==> src/rtl/uart_pkg.sv <==
// Shared types and helpers for the UART receive path.
package uart_pkg;

  localparam int unsigned DATA_BITS = 8;

  typedef enum logic [2:0] {
    WAIT_HIGH = 3'd0,
    IDLE      = 3'd1,
    START     = 3'd2,
    DATA      = 3'd3,
    PARITY    = 3'd4,
    STOP      = 3'd5
  } uart_state_t;

  function automatic int unsigned clks_per_bit(input int unsigned clk_freq,
                                               input int unsigned baud);
    return clk_freq / baud;
  endfunction

endpackage

==> src/rtl/uart_sync.sv <==
// Two-flop synchroniser for the asynchronous serial line; resets to the idle level.
module uart_sync (
  input  logic clk_i,
  input  logic rst_ni,
  input  logic d_i,
  output logic q_o
);

  logic [1:0] sync_q;

  always_ff @(posedge clk_i or negedge rst_ni) begin
    if (!rst_ni) begin
      sync_q <= 2'b11;
    end else begin
      sync_q <= {sync_q[0], d_i};
    end
  end

  assign q_o = sync_q[1];

endmodule

==> src/rtl/uart_rx.sv <==
// UART receiver with mid-bit sampling and an AXI-Stream single-entry output register.
// Define UART_RX_PARITY_EN for 8E1 frames (even parity bit between data and stop).
module uart_rx
  import uart_pkg::*;
#(
  parameter int unsigned CLK_FREQ = 50_000_000,
  parameter int unsigned BAUD     = 115_200
) (
  input  logic                 clk_i,
  input  logic                 rst_ni,
  input  logic                 rx_i,
  output logic [DATA_BITS-1:0] m_axis_tdata_o,
  output logic                 m_axis_tvalid_o,
  input  logic                 m_axis_tready_i,
  output logic                 frame_err_o,
  output logic                 overrun_o,
  output logic                 parity_err_o
);

  localparam int unsigned CPB   = clks_per_bit(CLK_FREQ, BAUD);
  localparam int unsigned CNT_W = $clog2(CPB);
  localparam int unsigned BIT_W = $clog2(DATA_BITS);
  localparam logic [CNT_W-1:0] HALF_LOAD = CNT_W'(CPB / 2 - 1);
  localparam logic [CNT_W-1:0] FULL_LOAD = CNT_W'(CPB - 1);
  localparam logic [CNT_W-1:0] ARM_CNT   = CNT_W'(2);
  localparam logic [BIT_W-1:0] LAST_BIT  = BIT_W'(DATA_BITS - 1);

  logic                 rx_s;
  uart_state_t          state_q, state_d;
  logic [CNT_W-1:0]     cnt_q, cnt_d;
  logic [BIT_W-1:0]     bit_q, bit_d;
  logic [DATA_BITS-1:0] shift_q, shift_d;
  logic                 sample_c;
  logic                 deliver_c;
  logic                 frame_err_c;
`ifdef UART_RX_PARITY_EN
  logic                 par_bad_q, par_bad_d;
  logic                 parity_err_c;
`endif

  uart_sync u_sync (
    .clk_i  (clk_i),
    .rst_ni (rst_ni),
    .d_i    (rx_i),
    .q_o    (rx_s)
  );

  assign sample_c = (cnt_q == '0);

  // State, counters and shift register.
  always_ff @(posedge clk_i or negedge rst_ni) begin
    if (!rst_ni) begin
      state_q <= WAIT_HIGH;
      cnt_q   <= '0;
      bit_q   <= '0;
      shift_q <= '0;
`ifdef UART_RX_PARITY_EN
      par_bad_q <= 1'b0;
`endif
    end else begin
      state_q <= state_d;
      cnt_q   <= cnt_d;
      bit_q   <= bit_d;
      shift_q <= shift_d;
`ifdef UART_RX_PARITY_EN
      par_bad_q <= par_bad_d;
`endif
    end
  end

  // Next-state, sampling and frame-result decode.
  always_comb begin
    state_d     = state_q;
    cnt_d       = cnt_q;
    bit_d       = bit_q;
    shift_d     = shift_q;
    deliver_c   = 1'b0;
    frame_err_c = 1'b0;
`ifdef UART_RX_PARITY_EN
    par_bad_d    = par_bad_q;
    parity_err_c = 1'b0;
`endif
    case (state_q)
      // Several consecutive highs, so the synchroniser's reset value is not read as idle.
      WAIT_HIGH: begin
        if (!rx_s) begin
          cnt_d = '0;
        end else if (cnt_q == ARM_CNT) begin
          state_d = IDLE;
        end else begin
          cnt_d = cnt_q + CNT_W'(1);
        end
      end
      IDLE: begin
        if (!rx_s) begin
          state_d = START;
          bit_d   = '0;
          cnt_d   = HALF_LOAD;
        end
      end
      START: begin
        if (!sample_c) begin
          cnt_d = cnt_q - CNT_W'(1);
        end else if (rx_s) begin
          state_d = IDLE;
        end else begin
          state_d = DATA;
          cnt_d   = FULL_LOAD;
        end
      end
      DATA: begin
        if (!sample_c) begin
          cnt_d = cnt_q - CNT_W'(1);
        end else begin
          shift_d = {rx_s, shift_q[DATA_BITS-1:1]};
          cnt_d   = FULL_LOAD;
          bit_d   = bit_q + BIT_W'(1);
          if (bit_q == LAST_BIT) begin
`ifdef UART_RX_PARITY_EN
            state_d = PARITY;
`else
            state_d = STOP;
`endif
          end
        end
      end
`ifdef UART_RX_PARITY_EN
      PARITY: begin
        if (!sample_c) begin
          cnt_d = cnt_q - CNT_W'(1);
        end else begin
          par_bad_d    = (rx_s != ^shift_q);
          parity_err_c = par_bad_d;
          cnt_d        = FULL_LOAD;
          state_d      = STOP;
        end
      end
`endif
      STOP: begin
        if (!sample_c) begin
          cnt_d = cnt_q - CNT_W'(1);
        end else if (rx_s) begin
`ifdef UART_RX_PARITY_EN
          deliver_c = !par_bad_q;
`else
          deliver_c = 1'b1;
`endif
          state_d = IDLE;
        end else begin
          frame_err_c = 1'b1;
          cnt_d       = '0;
          state_d     = WAIT_HIGH;
        end
      end
      default: begin
        state_d = WAIT_HIGH;
        cnt_d   = '0;
      end
    endcase
  end

  // Output holding register, handshake and error pulses.
  always_ff @(posedge clk_i or negedge rst_ni) begin
    if (!rst_ni) begin
      m_axis_tdata_o  <= '0;
      m_axis_tvalid_o <= 1'b0;
      frame_err_o     <= 1'b0;
      overrun_o       <= 1'b0;
`ifdef UART_RX_PARITY_EN
      parity_err_o    <= 1'b0;
`endif
    end else begin
      frame_err_o <= frame_err_c;
      overrun_o   <= 1'b0;
`ifdef UART_RX_PARITY_EN
      parity_err_o <= parity_err_c;
`endif
      if (deliver_c) begin
        if (!m_axis_tvalid_o || m_axis_tready_i) begin
          m_axis_tdata_o  <= shift_q;
          m_axis_tvalid_o <= 1'b1;
        end else begin
          overrun_o <= 1'b1;
        end
      end else if (m_axis_tready_i) begin
        m_axis_tvalid_o <= 1'b0;
      end
    end
  end

`ifndef UART_RX_PARITY_EN
  assign parity_err_o = 1'b0;
`endif

endmodule

==> config.mk <==
export PLATFORM = sky130hd
export DESIGN_NAME = uart_rx
export DESIGN_NICKNAME = d
export VERILOG_FILES = /design/src/rtl/uart_pkg.sv /design/src/rtl/uart_sync.sv /design/src/rtl/uart_rx.sv
export SDC_FILE = /design/constraint.sdc
export NUM_CORES = 1
export LEC_CHECK = 0
export BUFFER_PORTS_ARGS = -buffer_cell sky130_fd_sc_hd__buf_2
export CORE_ASPECT_RATIO = 1.1
export CORE_MARGIN = 1
export CORE_UTILIZATION = 54
export DETAILED_ROUTE_END_ITERATION = 16
export PLACE_DENSITY = 0.76
export SYNTH_ARGS = -nofsm -noshare
export SYNTH_HDL_FRONTEND = slang
export SYNTH_SLANG_ARGS = --single-unit
export TNS_END_PERCENT = 20
==> constraint.sdc <==
create_clock -name clk_i -period 2.3 [get_ports clk_i]
set_input_delay 0.23 -clock clk_i [delete_from_list [all_inputs] [get_ports clk_i]]
set_output_delay 0.23 -clock clk_i [all_outputs]
set_load 0.005 [all_outputs]
==> implementation parameters, run 1 <==
Parameter                              Value

Critical path
  End of the worst register-to-register path    cnt_q[3]$_DFFE_PN0P_
  CP max FO    8
  Number of cells on the worst reg-to-reg path    7
  Critical path class    flop to flop
  Data arrival time of the critical path    2.27 ns
  Worst R2R Setup Slack    0.19 ns
  Critical Path Max Stage Delay    0.47 ns
  Source of the worst register-to-register timing path    cnt_q[0]$_DFFE_PN0P_
  Worst setup EP type    flop
  Critical path startpoint    cnt_q[0]$_DFFE_PN0P_
  Cells along the critical path    inv_1 -> ha_1 -> or3b_4 -> o32ai_4 -> o221ai_2 -> a221oi_2 -> o21ai_0
  Setup crit end    cnt_q[3]$_DFFE_PN0P_
  CP required    2.46 ns
  Element type at the critical path start    flop
  CP max-delay cell    sky130_fd_sc_hd__or3b_4

Logic synthesis
  Netlist Area Pre-Place    2130 µm²
  Leading cell types by total area after synthesis    sky130_fd_sc_hd__dfrtp_1 40%, sky130_fd_sc_hd__nand2_1 6.9%, sky130_fd_sc_hd__o21ai_0 5.9%, sky130_fd_sc_hd__mux2_2 4.2%, sky130_fd_sc_hd__ha_1 2.9%
  Average size of a mapped cell    8.92 µm²
  Proportion of register bits with asynchronous set or reset after synthesis    100%
  Sequential fraction of the synthesis area    42.4%
  Most frequent cells after synthesis    39 x sky130_fd_sc_hd__nand2_1, 34 x sky130_fd_sc_hd__dfrtp_1, 25 x sky130_fd_sc_hd__o21ai_0, 16 x sky130_fd_sc_hd__nor2_1
  Post-synth EDFFs    0
  Post-synthesis register bit count    36
  Cell with the most instances after synthesis    sky130_fd_sc_hd__nand2_1
  Top-area cell type share of the netlist area    39.9%
  Number of instances in the synthesized netlist    239
  Largest area contributor in the synthesized netlist    sky130_fd_sc_hd__dfrtp_1
  Number of unique standard cell types used by synthesis    52
  Yosys warnings    0
  Post-Syn Nets    248
  Dominant synthesized flop cell    sky130_fd_sc_hd__dfrtp_1

Clocking
  Root Driver    sky130_fd_sc_hd__clkbuf_8
  Worst skew pair latency    0.28 ns
  Clock tree from TritonCTS    yes
  Number of buffers between clock root and the deepest sink    2
  CTS sink cnt    36
  # H-tree levels    2
  Number of buffers created by CTS    5
  Clock slew at reported path FFs    0.07 ns

Finish
  Fillers    304
  Growth of design area from synthesis to finish    13.3%
  Layout cells sized above 1    23.5%
  Final layout net count    272
  ANT cells    0
  Final instance area    2410 µm²

Global route
  First-pass GRT wire length    8.13 mm
  Vias in the first global route    1743
  Total GRT Usage    26.6%
  Pin count of the biggest net entering global routing    37
  Initial antenna violation count    0
  Remaining global-route overflow    0

Floorplanning
  Y dimension of the die    67.9 µm
  Initial Utilization    57.4%
  Total Die Area    4200 µm²
  Die span in x    61.9 µm
  Number of core rows    23
  Number of ports placed on the die boundary    16
  Area inside the core boundary    3710 µm²

Timing
  Max-slew headroom at the worst pin    46.0%
  Final setup TNS    0 ns
  Fin crit period    2.11 ns
  Setup repair after global routing missed its margin    false
  Total count of hold-check failures in the final report    0
  Maximum achievable frequency    473 MHz
  Least setup slack across all paths after layout    0.188 ns
  Tcrit/Tclk final    91.8%
  Post-route clock skew    0.00501 ns
  Worst Tran Pin Value    0.811 ns
  Final setup violating endpoints    0
  Max-slew violation total from the final report    0

Placed design
  Number of buffer cells added on primary ports    14
  Worst setup slack after placement    0.0275 ns
  Total half-perimeter wirelength after legalization and detailed placement    3.57 mm
  Dpl cell area    2310 µm²
  Final Wtd Congestion    0.990

Detailed routing
  Number of detailed-routing iterations run before antenna repair    5
  Drc violations    0
  Routed wire length    5.05 mm
  Wirelength per Cell    16.1 µm
  Number of DRC violations after detailed-routing iteration 0    192
  Routed vias    1889
  Routed Antenna Nets    0
  Vias/cell    6.02

Run
  Max-capacitance violation count    0

Power
  Power per cell area    919 nW/µm²
  Worst supply voltage drop on vdd    458 µV
  Leakage power of the design    1.11 nW

Status
  Status    finished clean

Min path
  Tightest Hold Check Type    input port to async pin
[critical path, delay by kind of cell (launching register included)]
kind,cells,cell delay (ns)
AOI/OAI and AO/OA,4,0.89
and+or+nand+nor,1,0.47
buffers and inverters,1,0.08
adders and majority gates,1,0.17
DFF,1,0.38
[flip-flops by register name, indices dropped and copies added, names as in the netlist]
name	count
m_axis_tdata_o	8
state_q	3
frame_err_o	1
shift_q	8
m_axis_tvalid_o	1
u_sync.sync_q	2
overrun_o	1
bit_q	3
cnt_q	9
[cells by family (layout without fill, tap and decap cells)]
group	after synthesis	in the layout	share of synthesized area [%]
buf+inv	23	48	5.52
other cells	1	1	0.176
compound gates	64	64	20.3
xor+xnor	1	1	0.411
simple gates	101	101	24.1
flops	36	36	42.4
fa+ha+maj	5	5	2.94
mux	8	8	4.23
[where the power goes]
| part | internal, mW | leakage (nW) | switching [mW] |
|---|---|---|---|
| logic | 0.372 | 0.596 | 0.536 |
| registers | 0.739 | 0.470 | 0.134 |
| clock network | 0.216 | 0.0424 | 0.222 |
| total | 1.33 | 1.11 | 0.891 |
[repair_timing]
item,4_1_cts,5_1_grt
gates resized for setup,0,3
setup endpoints to repair,0,16
endpoints found under the hold margin,0,0
hold buffers,0,0
buffers inserted,0,1
[through the flow]
step,utilization (%),cells,hold WS [ns],total power [mW]
floorplan,-,239,-0.0656,1.49
CTS,64.5,313,0.0365,2.19
global placement,62.3,305,0.336,1.73
finish,65.0,314,0.0279,2.22
detailed placement,62.3,305,0.337,1.75
global route,65.0,314,0.0324,2.36
[routing by layer]
metal | wire, µm | track usage, % | vias to the layer above
met5 | 0 | 0 | -
met4 | 82 | 9.44 | 0
met3 | 277 | 4.91 | 13
met2 | 2410 | 42.5 | 71
met1 | 2280 | 36.1 | 900
li1 | - | - | 905
[how the worst min path moves through the flow]
stage	end	from	cells past startpoint
4_1_cts	u_sync.sync_q[0]$_DFF_PN1_	rx_i	1
5_1_grt	u_sync.sync_q[0]$_DFF_PN1_	rx_i	1
2_1_floorplan	bit_q[0]$_DFFE_PN0P_	rst_ni	0
6_report	cnt_q[2]$_DFFE_PN0P_	rst_ni	1
3_5_place_dp	u_sync.sync_q[0]$_DFF_PN1_	rx_i	1
3_3_place_gp	u_sync.sync_q[0]$_DFF_PN1_	rx_i	1
[placed cells by master, fill, tap and decap left out, types with 3 or more instances in the layout]
| cell type | synthesis | final |
|---|---|---|
| sky130_fd_sc_hd__a211oi_1 | 4 | 4 |
| sky130_fd_sc_hd__a21oi_1 | 9 | 9 |
| sky130_fd_sc_hd__a31oi_1 | 6 | 6 |
| sky130_fd_sc_hd__buf_2 | 6 | 14 |
| sky130_fd_sc_hd__buf_4 | 4 | 20 |
| sky130_fd_sc_hd__clkbuf_8 | 0 | 5 |
| sky130_fd_sc_hd__dfrtp_1 | 34 | 34 |
| sky130_fd_sc_hd__ha_1 | 5 | 5 |
| sky130_fd_sc_hd__inv_1 | 6 | 6 |
| sky130_fd_sc_hd__mux2_2 | 8 | 8 |
| sky130_fd_sc_hd__nand2_1 | 39 | 39 |
| sky130_fd_sc_hd__nand2b_1 | 3 | 3 |
| sky130_fd_sc_hd__nand3_1 | 9 | 9 |
| sky130_fd_sc_hd__nor2_1 | 16 | 16 |
| sky130_fd_sc_hd__nor2b_1 | 5 | 5 |
| sky130_fd_sc_hd__nor3_1 | 8 | 8 |
| sky130_fd_sc_hd__nor4_1 | 3 | 3 |
| sky130_fd_sc_hd__o21ai_0 | 25 | 25 |
| sky130_fd_sc_hd__o22ai_1 | 4 | 4 |
[layout make-up]
cell class | count | area, µm² | area share (%)
timing repair buffer | 34 | 220 | 9.12
clock buffer | 7 | 76.3 | 3.16
tap | 50 | 62.6 | 2.59
sequential | 36 | 903 | 37.4
inverter | 6 | 22.5 | 0.933
clock inverter | 1 | 8.76 | 0.363
multi-input combinational | 180 | 1120 | 46.4
Power figures use the tool's default switching activity.
==> run 2, diff against run 1 <==
- ABC_AREA: unset -> 1
- clock period: 2.3 -> 1.8 ns (I/O delays scaled with it)
==> run 2 against run 1 <==
Sequential power rose by 29%. Highest routed layer unchanged. Critical path depth grew 2. Synthesized cell count increased by 17%. Non-clock buffer count shrank 6. Utilization up 1.3 points. Register-to-register slack worse by 0.06 ns. Routed wire length is 10% lower. Sequential share of layout area is 1.0 points lower. Clock skew shrank 0.0010 ns. Critical endpoint is now cnt_q[2]$_DFFE_PN0P_. Die area grew 1.3%.
==> implementation parameters, run 2 <==
Parameter                              Value

Status
  Status    finished clean

Logic synthesis
  Netlist Area Pre-Place    2160 µm²
  Post-synth EDFFs    0
  Most frequent cells after synthesis    83 x sky130_fd_sc_hd__nand2_1, 34 x sky130_fd_sc_hd__dfrtp_1, 34 x sky130_fd_sc_hd__inv_1, 27 x sky130_fd_sc_hd__o21ai_0, 20 x sky130_fd_sc_hd__nand3_1
  Sequential fraction of the synthesis area    41.9%
  Post-Syn Nets    288
  Number of instances in the synthesized netlist    279
  Average size of a mapped cell    7.74 µm²
  Post-synthesis register bit count    36
  Leading cell types by total area after synthesis    sky130_fd_sc_hd__dfrtp_1 39%, sky130_fd_sc_hd__nand2_1 14%, sky130_fd_sc_hd__o21ai_0 6.3%, sky130_fd_sc_hd__inv_1 5.9%, sky130_fd_sc_hd__nand3_1 4.6%
  Dominant synthesized flop cell    sky130_fd_sc_hd__dfrtp_1
  Largest area contributor in the synthesized netlist    sky130_fd_sc_hd__dfrtp_1
  Yosys warnings    0
  Proportion of register bits with asynchronous set or reset after synthesis    100%
  Top-area cell type share of the netlist area    39.4%
  Cell with the most instances after synthesis    sky130_fd_sc_hd__nand2_1
  Number of unique standard cell types used by synthesis    30

Detailed routing
  Number of detailed-routing iterations run before antenna repair    4
  Routed Antenna Nets    0
  Routed wire length    4.54 mm
  Wirelength per Cell    12.7 µm
  Routed vias    1829
  Number of DRC violations after detailed-routing iteration 0    85
  Vias/cell    5.09
  Drc violations    0

Power
  Power per cell area    1430 nW/µm²
  Leakage power of the design    1.27 nW
  Total power of the final layout    3.55 mW
  Worst supply voltage drop on vdd    1070 µV

Timing
  Maximum achievable frequency    597 MHz
  Final setup violating endpoints    0
  Max-slew violation total from the final report    0
  Post-route clock skew    0.00396 ns
  Fin crit period    1.67 ns
  Tcrit/Tclk final    93.0%
  Total count of hold-check failures in the final report    0
  Setup repair after global routing missed its margin    true
  Final setup TNS    0 ns
  Least setup slack across all paths after layout    0.126 ns

Placed design
  Final Wtd Congestion    0.922
  Total half-perimeter wirelength after legalization and detailed placement    3.37 mm
  Placed cells    349
  Number of buffer cells added on primary ports    14
  Worst setup slack after placement    0.0707 ns

Finish
  Layout cells sized above 1    22.7%
  ANT cells    0
  Top reg by flops    cnt_q
  Commonest cells after routing, fill and taps aside    82 x sky130_fd_sc_hd__nand2_1, 34 x sky130_fd_sc_hd__inv_1, 34 x sky130_fd_sc_hd__dfrtp_1
  Final layout net count    317
  Leading cell type in the layout, fill and taps excluded    sky130_fd_sc_hd__nand2_1
  Growth of design area from synthesis to finish    14.9%
  Non-filler cells, final    359
  Largest registers    cnt_q x9, m_axis_tdata_o x8, shift_q x8
  Max FFs per register    9

Global route
  Met1 Use GR    28.0%
  Fraction of met3 tracks used by global routing    5.50%
  GRT Max-Usage Layer    met2
  Vias in the first global route    1727
  Pin count of the biggest net entering global routing    37
  Remaining global-route overflow    0
  Total GRT Usage    24.2%
  Initial antenna violation count    0
  Met2 GRT Util    43.4%
  First-pass GRT wire length    7.77 mm

Clocking
  Clock slew at reported path FFs    0.07 ns
  Worst skew pair latency    0.29 ns
  Root Driver    sky130_fd_sc_hd__clkbuf_8
  Number of buffers between clock root and the deepest sink    2
  # H-tree levels    2
  CTS sink cnt    36
  Post-CTS repair timing setup buffer count    0
  Clock tree from TritonCTS    yes
  Number of buffers created by CTS    5

Floorplanning
  Area inside the core boundary    3740 µm²
  Number of core rows    23
  Number of ports placed on the die boundary    16
  Die span in x    62.3 µm
  Initial Utilization    57.7%
  Y dimension of the die    68.3 µm
  Total Die Area    4250 µm²

Min path
  Tightest Hold Check Type    input port to flop
  Hold path startpoint    m_axis_tready_i
  Worst hold path cell count    4

Critical path
  Element type at the critical path start    flop
  Worst setup EP type    flop
  Source of the worst register-to-register timing path    cnt_q[0]$_DFFE_PN0P_
  Critical path startpoint    cnt_q[0]$_DFFE_PN0P_
  Data arrival time of the critical path    1.91 ns
  Critical path class    flop to flop
  Number of cells on the worst reg-to-reg path    9
  CP max FO    8
  CP required    2.04 ns

Run
  Max-capacitance violation count    0
-- run 2: cell count changes in the layout (fill, tap and decap cells not counted), moves of 7 or more --
cell                      previous run  this run
sky130_fd_sc_hd__nand3_1             9        20
sky130_fd_sc_hd__mux2_2              8         0
sky130_fd_sc_hd__inv_1               6        34
sky130_fd_sc_hd__a21oi_1             9         2
sky130_fd_sc_hd__o21ai_2             0         9
sky130_fd_sc_hd__nand2_1            39        82
sky130_fd_sc_hd__nor3_1              8         1
sky130_fd_sc_hd__buf_4              20        11
sky130_fd_sc_hd__nor2_4              0         8
-- run 2: worst max-delay path, cell delays in order, from the launching register on --
cell and delay (ns):
sky130_fd_sc_hd__dfrtp_1 0.38, sky130_fd_sc_hd__inv_1 0.07, sky130_fd_sc_hd__ha_1 0.17, sky130_fd_sc_hd__nand2_2 0.08, sky130_fd_sc_hd__nor2_4 0.18, sky130_fd_sc_hd__nand2_4 0.13, sky130_fd_sc_hd__o21ai_4 0.26, sky130_fd_sc_hd__buf_4 0.19
sky130_fd_sc_hd__o21ai_0 0.08, sky130_fd_sc_hd__nand2_1 0.07
-- run 2: metal layers --
metal	part of all wire, %	wire, µm	up-vias
met4	2.1	97	0
met5	0	0	-
met2	48	2180	39
met1	45	2070	839
met3	4.5	203	11
li1	-	-	940
-- run 2: cells by family (layout without fill, tap and decap cells) --
group,Yosys count,after routing,synth area share [%]
buffers and inverters,44,74,9.27
DFF,36,36,41.9
AOI/OAI and AO/OA,45,45,12.8
and+or+nand+nor,144,144,31.4
xor gates and xnor gates,4,4,1.62
adders and majority gates,5,5,2.90
other,1,1,0.174
-- run 2: where the power goes --
part / switching [mW] / internal (mW) / total (mW)
Clock: 0.297 / 0.312 / 0.610
Sequential: 0.166 / 0.965 / 1.13
Combinational: 1.16 / 0.654 / 1.81
-- run 2: repair_timing --
action,CTS,global route
hold endpoints to repair,35,0
hold buffers,2,0
gates resized for setup,0,5
endpoints found under the setup margin,0,21
-- run 2: final timing paths --
path / end / slack (ns)
max: cnt_q[2]$_DFFE_PN0P_ / 0.13
min: overrun_o$_DFF_PN0_ / 0.25
max reg2reg: cnt_q[2]$_DFFE_PN0P_ / 0.13
min reg2reg: u_sync.sync_q[1]$_DFF_PN1_ / 0.36
max in group asynchronous: u_sync.sync_q[0]$_DFF_PN1_ / 1.18
min in group asynchronous: cnt_q[2]$_DFFE_PN0P_ / 0.36
-- run 2: through the flow --
stage                     hold WS (ns)  util (%)  instance area (µm²)
after global placement           0.158      62.4                 2340
after floorplan                 -0.116         -                 2160
after CTS                        0.216      65.6                 2450
final                            0.251      66.3                 2480
after global routing             0.254      66.3                 2480
after detailed placement         0.158      62.4                 2340
-- run 2: cell type report --
class                   instances  area, µm²
fillers                       342       1260
clock buffers                   6       82.6
multi-input cells             199       1080
well taps                      50       62.6
clock inverters                 2       13.8
inverters                      38        143
repair buffers                 28        193
flip-flops and latches         36        903
==> run 3, diff against run 2 <==
- ABC_AREA: 1 -> 0
- GPL_TIMING_DRIVEN: unset -> 0
==> run 3 against run 2 <==
The run now ends with setup timing left. Critical path depth grew 1. Routed wire length grew 45%. Sequential power hardly changed. Combinational power is 12% lower. Flip-flop and latch count unchanged. Global-route usage rose by 4.9 points. Total power shrank 3.2%. Register-to-register slack worse by 0.56 ns. Clock power grew 16%. Critical endpoint is now cnt_q[4]$_DFFE_PN0P_.
==> implementation parameters, run 3 (synthesized netlist as in run 1, its figures left out) <==
Parameter                              Value

Status
  Status    complete, but fails checks
  Violated checks    setup timing

Finish
  Growth of design area from synthesis to finish    32.1%
  Multi-input logic area    1320 µm²
  Max FFs per register    9
  Top reg by flops    cnt_q
  Final cell utilization of the core    75.8%
  Layout cells sized above 1    34.9%
  Leading cell type in the layout, fill and taps excluded    sky130_fd_sc_hd__nand2_1
  Largest registers    cnt_q x9, m_axis_tdata_o x8, shift_q x8
  ANT cells    0
  Commonest cells after routing, fill and taps aside    37 x sky130_fd_sc_hd__nand2_1, 33 x sky130_fd_sc_hd__dfrtp_1, 19 x sky130_fd_sc_hd__buf_4
  Sequential standard cell area    905 µm²
  Non-filler cells, final    334
  Fillers    221
  Final layout net count    292

Critical path
  Top cell family by delay on the critical path    compound AO/OA/AOI/OAI gates
  CP max-delay cell    sky130_fd_sc_hd__a311oi_4
  Buffers & Inverters on Critical Path    4
  Worst setup EP type    flop
  Critical path startpoint    cnt_q[0]$_DFFE_PN0P_
  Source of the worst register-to-register timing path    cnt_q[0]$_DFFE_PN0P_
  Cells along the critical path    clkbuf_8 -> inv_4 -> ha_4 -> buf_4 -> nor4b_4 -> a31oi_2 -> a311oi_4 -> buf_6 -> o21ai_0 -> o21ai_1
  Critical path class    flop to flop
  CP max FO    5
  End of the worst register-to-register path    cnt_q[4]$_DFFE_PN0P_
  CP Depth    10
  Number of cells on the worst reg-to-reg path    10
  Setup crit end    cnt_q[4]$_DFFE_PN0P_
  Element type at the critical path start    flop
  Critical Path Max Stage Delay    0.44 ns
  Data arrival time of the critical path    2.45 ns
  Worst R2R Setup Slack    -0.44 ns
  CP required    2.01 ns

Detailed routing
  Number of detailed-routing iterations run before antenna repair    6
  Routed vias    2166
  Drc violations    0
  Number of DRC violations after detailed-routing iteration 0    281
  Routed wire length    6.59 mm
  Vias/cell    6.49
  Routed Antenna Nets    0
  Wirelength per Cell    19.7 µm

Placed design
  Total half-perimeter wirelength after legalization and detailed placement    3.43 mm
  Placed cells    303
  Final Wtd Congestion    0.980
  Number of buffer cells added on primary ports    14

Clocking
  CTS sink cnt    36
  # H-tree levels    2
  Number of buffers created by CTS    5
  Clock slew at reported path FFs    0.07 ns
  Root Driver    sky130_fd_sc_hd__clkbuf_8
  Number of buffers between clock root and the deepest sink    2
  Clock tree from TritonCTS    yes
  Worst skew pair latency    0.29 ns

Timing
  Fin crit period    2.24 ns
  Setup repair after global routing missed its margin    true
  Total count of hold-check failures in the final report    0
  Tcrit/Tclk final    124%
  Post-route clock skew    0.00478 ns
  Least setup slack across all paths after layout    -0.435 ns
  Final setup violating endpoints    29
  Max-slew headroom at the worst pin    46.6%
  Maximum achievable frequency    447 MHz
  Max-slew violation total from the final report    0
  Worst Tran Pin Value    0.800 ns

Power
  Power per cell area    1220 nW/µm²
  Leakage power of the design    1.25 nW
  Int Pwr    2.01 mW
  Share of power burned in combinational logic    46.5%
  Sequential group share of total power    32.9%
  Worst supply voltage drop on vdd    650 µV
  Clk pwr share    20.6%
  Switching power total    1.43 mW
  Switching Share    41.5%

Floorplanning
  Y dimension of the die    67.9 µm
  Initial Utilization    57.4%
  Number of core rows    23
  Area inside the core boundary    3710 µm²
  Die span in x    61.9 µm
  Number of ports placed on the die boundary    16
  Total Die Area    4200 µm²

Global route
  Pin count of the biggest net entering global routing    37
  Total GRT Usage    29.1%
  Vias in the first global route    1873
  Initial antenna violation count    0
  First-pass GRT wire length    8.81 mm
  Remaining global-route overflow    0

Run
  Max-capacitance violation count    0

Min path
  Tightest Hold Check Type    input port to flop
==> run 3: layer usage <==
metal | global-route usage (%) | vias to the layer above | wire length, µm
li1 | - | 950 | -
met1 | 37.5 | 1023 | 2570
met2 | 44.5 | 148 | 3150
met3 | 6.81 | 45 | 541
met4 | 16.1 | 0 | 335
met5 | 0 | - | 0
==> run 3: layout make-up <==
| class | instances | share of cell area, % |
|---|---|---|
| sequential | 36 | 32.1 |
| inverter | 6 | 0.889 |
| clock buffer | 6 | 2.58 |
| clock inverter | 2 | 1.24 |
| timing repair buffer | 38 | 9.73 |
| tap | 50 | 2.22 |
| buffer | 16 | 4.27 |
| multi-input combinational | 180 | 46.9 |
==> run 3: what timing repair did <==
item                                    CTS  global route
hold endpoints to repair                 33             0
pin swaps                                12             5
gates cloned                              1             1
endpoints found under the setup margin   32            33
gates resized for setup                  30            28
setup buffers                            14             8
hold buffers                              2             0
==> run 3: through the flow <==
stage | hold slack (ns) | TNS [ns] | cell area, µm² | worst slack, ns | total power, mW
after detailed placement | 0.287 | -16.21 | 2300 | -0.603 | 2.23
after global placement | 0.286 | -16.22 | 2300 | -0.678 | 2.20
after global routing | 0.220 | -12.44 | 2820 | -0.531 | 3.60
after floorplan | -0.116 | -7.00 | 2160 | -0.354 | 1.96
after CTS | 0.183 | -10.37 | 2640 | -0.415 | 3.12
final | 0.209 | -11.11 | 2820 | -0.435 | 3.44
==> run 3: power by group through the flow <==
stage / registers [mW] / clock network, mW / logic [mW]
floorplan: 1.06 / 0 / 0.901
global placement: 1.11 / 0 / 1.10
detailed placement: 1.11 / 0 / 1.11
CTS: 1.09 / 0.721 / 1.31
global route: 1.14 / 0.753 / 1.71
finish: 1.13 / 0.710 / 1.60
==> run 3: how the worst min path moves through the flow <==
stage                    start                    endpoint  slack, ns  cells after the start
6_report       m_axis_tready_i         overrun_o$_DFF_PN0_       0.21                      3
5_1_grt        m_axis_tready_i         overrun_o$_DFF_PN0_       0.22                      3
4_1_cts        m_axis_tready_i         overrun_o$_DFF_PN0_       0.18                      3
3_5_place_dp              rx_i  u_sync.sync_q[0]$_DFF_PN1_       0.29                      1
3_3_place_gp              rx_i  u_sync.sync_q[0]$_DFF_PN1_       0.29                      1
2_1_floorplan           rst_ni        bit_q[0]$_DFFE_PN0P_      -0.12                      0
==> run 3: worst min-delay path, cell delays in order <==
cell,delay [ns]
sky130_fd_sc_hd__buf_2,0.07
sky130_fd_sc_hd__nand2b_1,0.15
sky130_fd_sc_hd__nor2_1,0.06
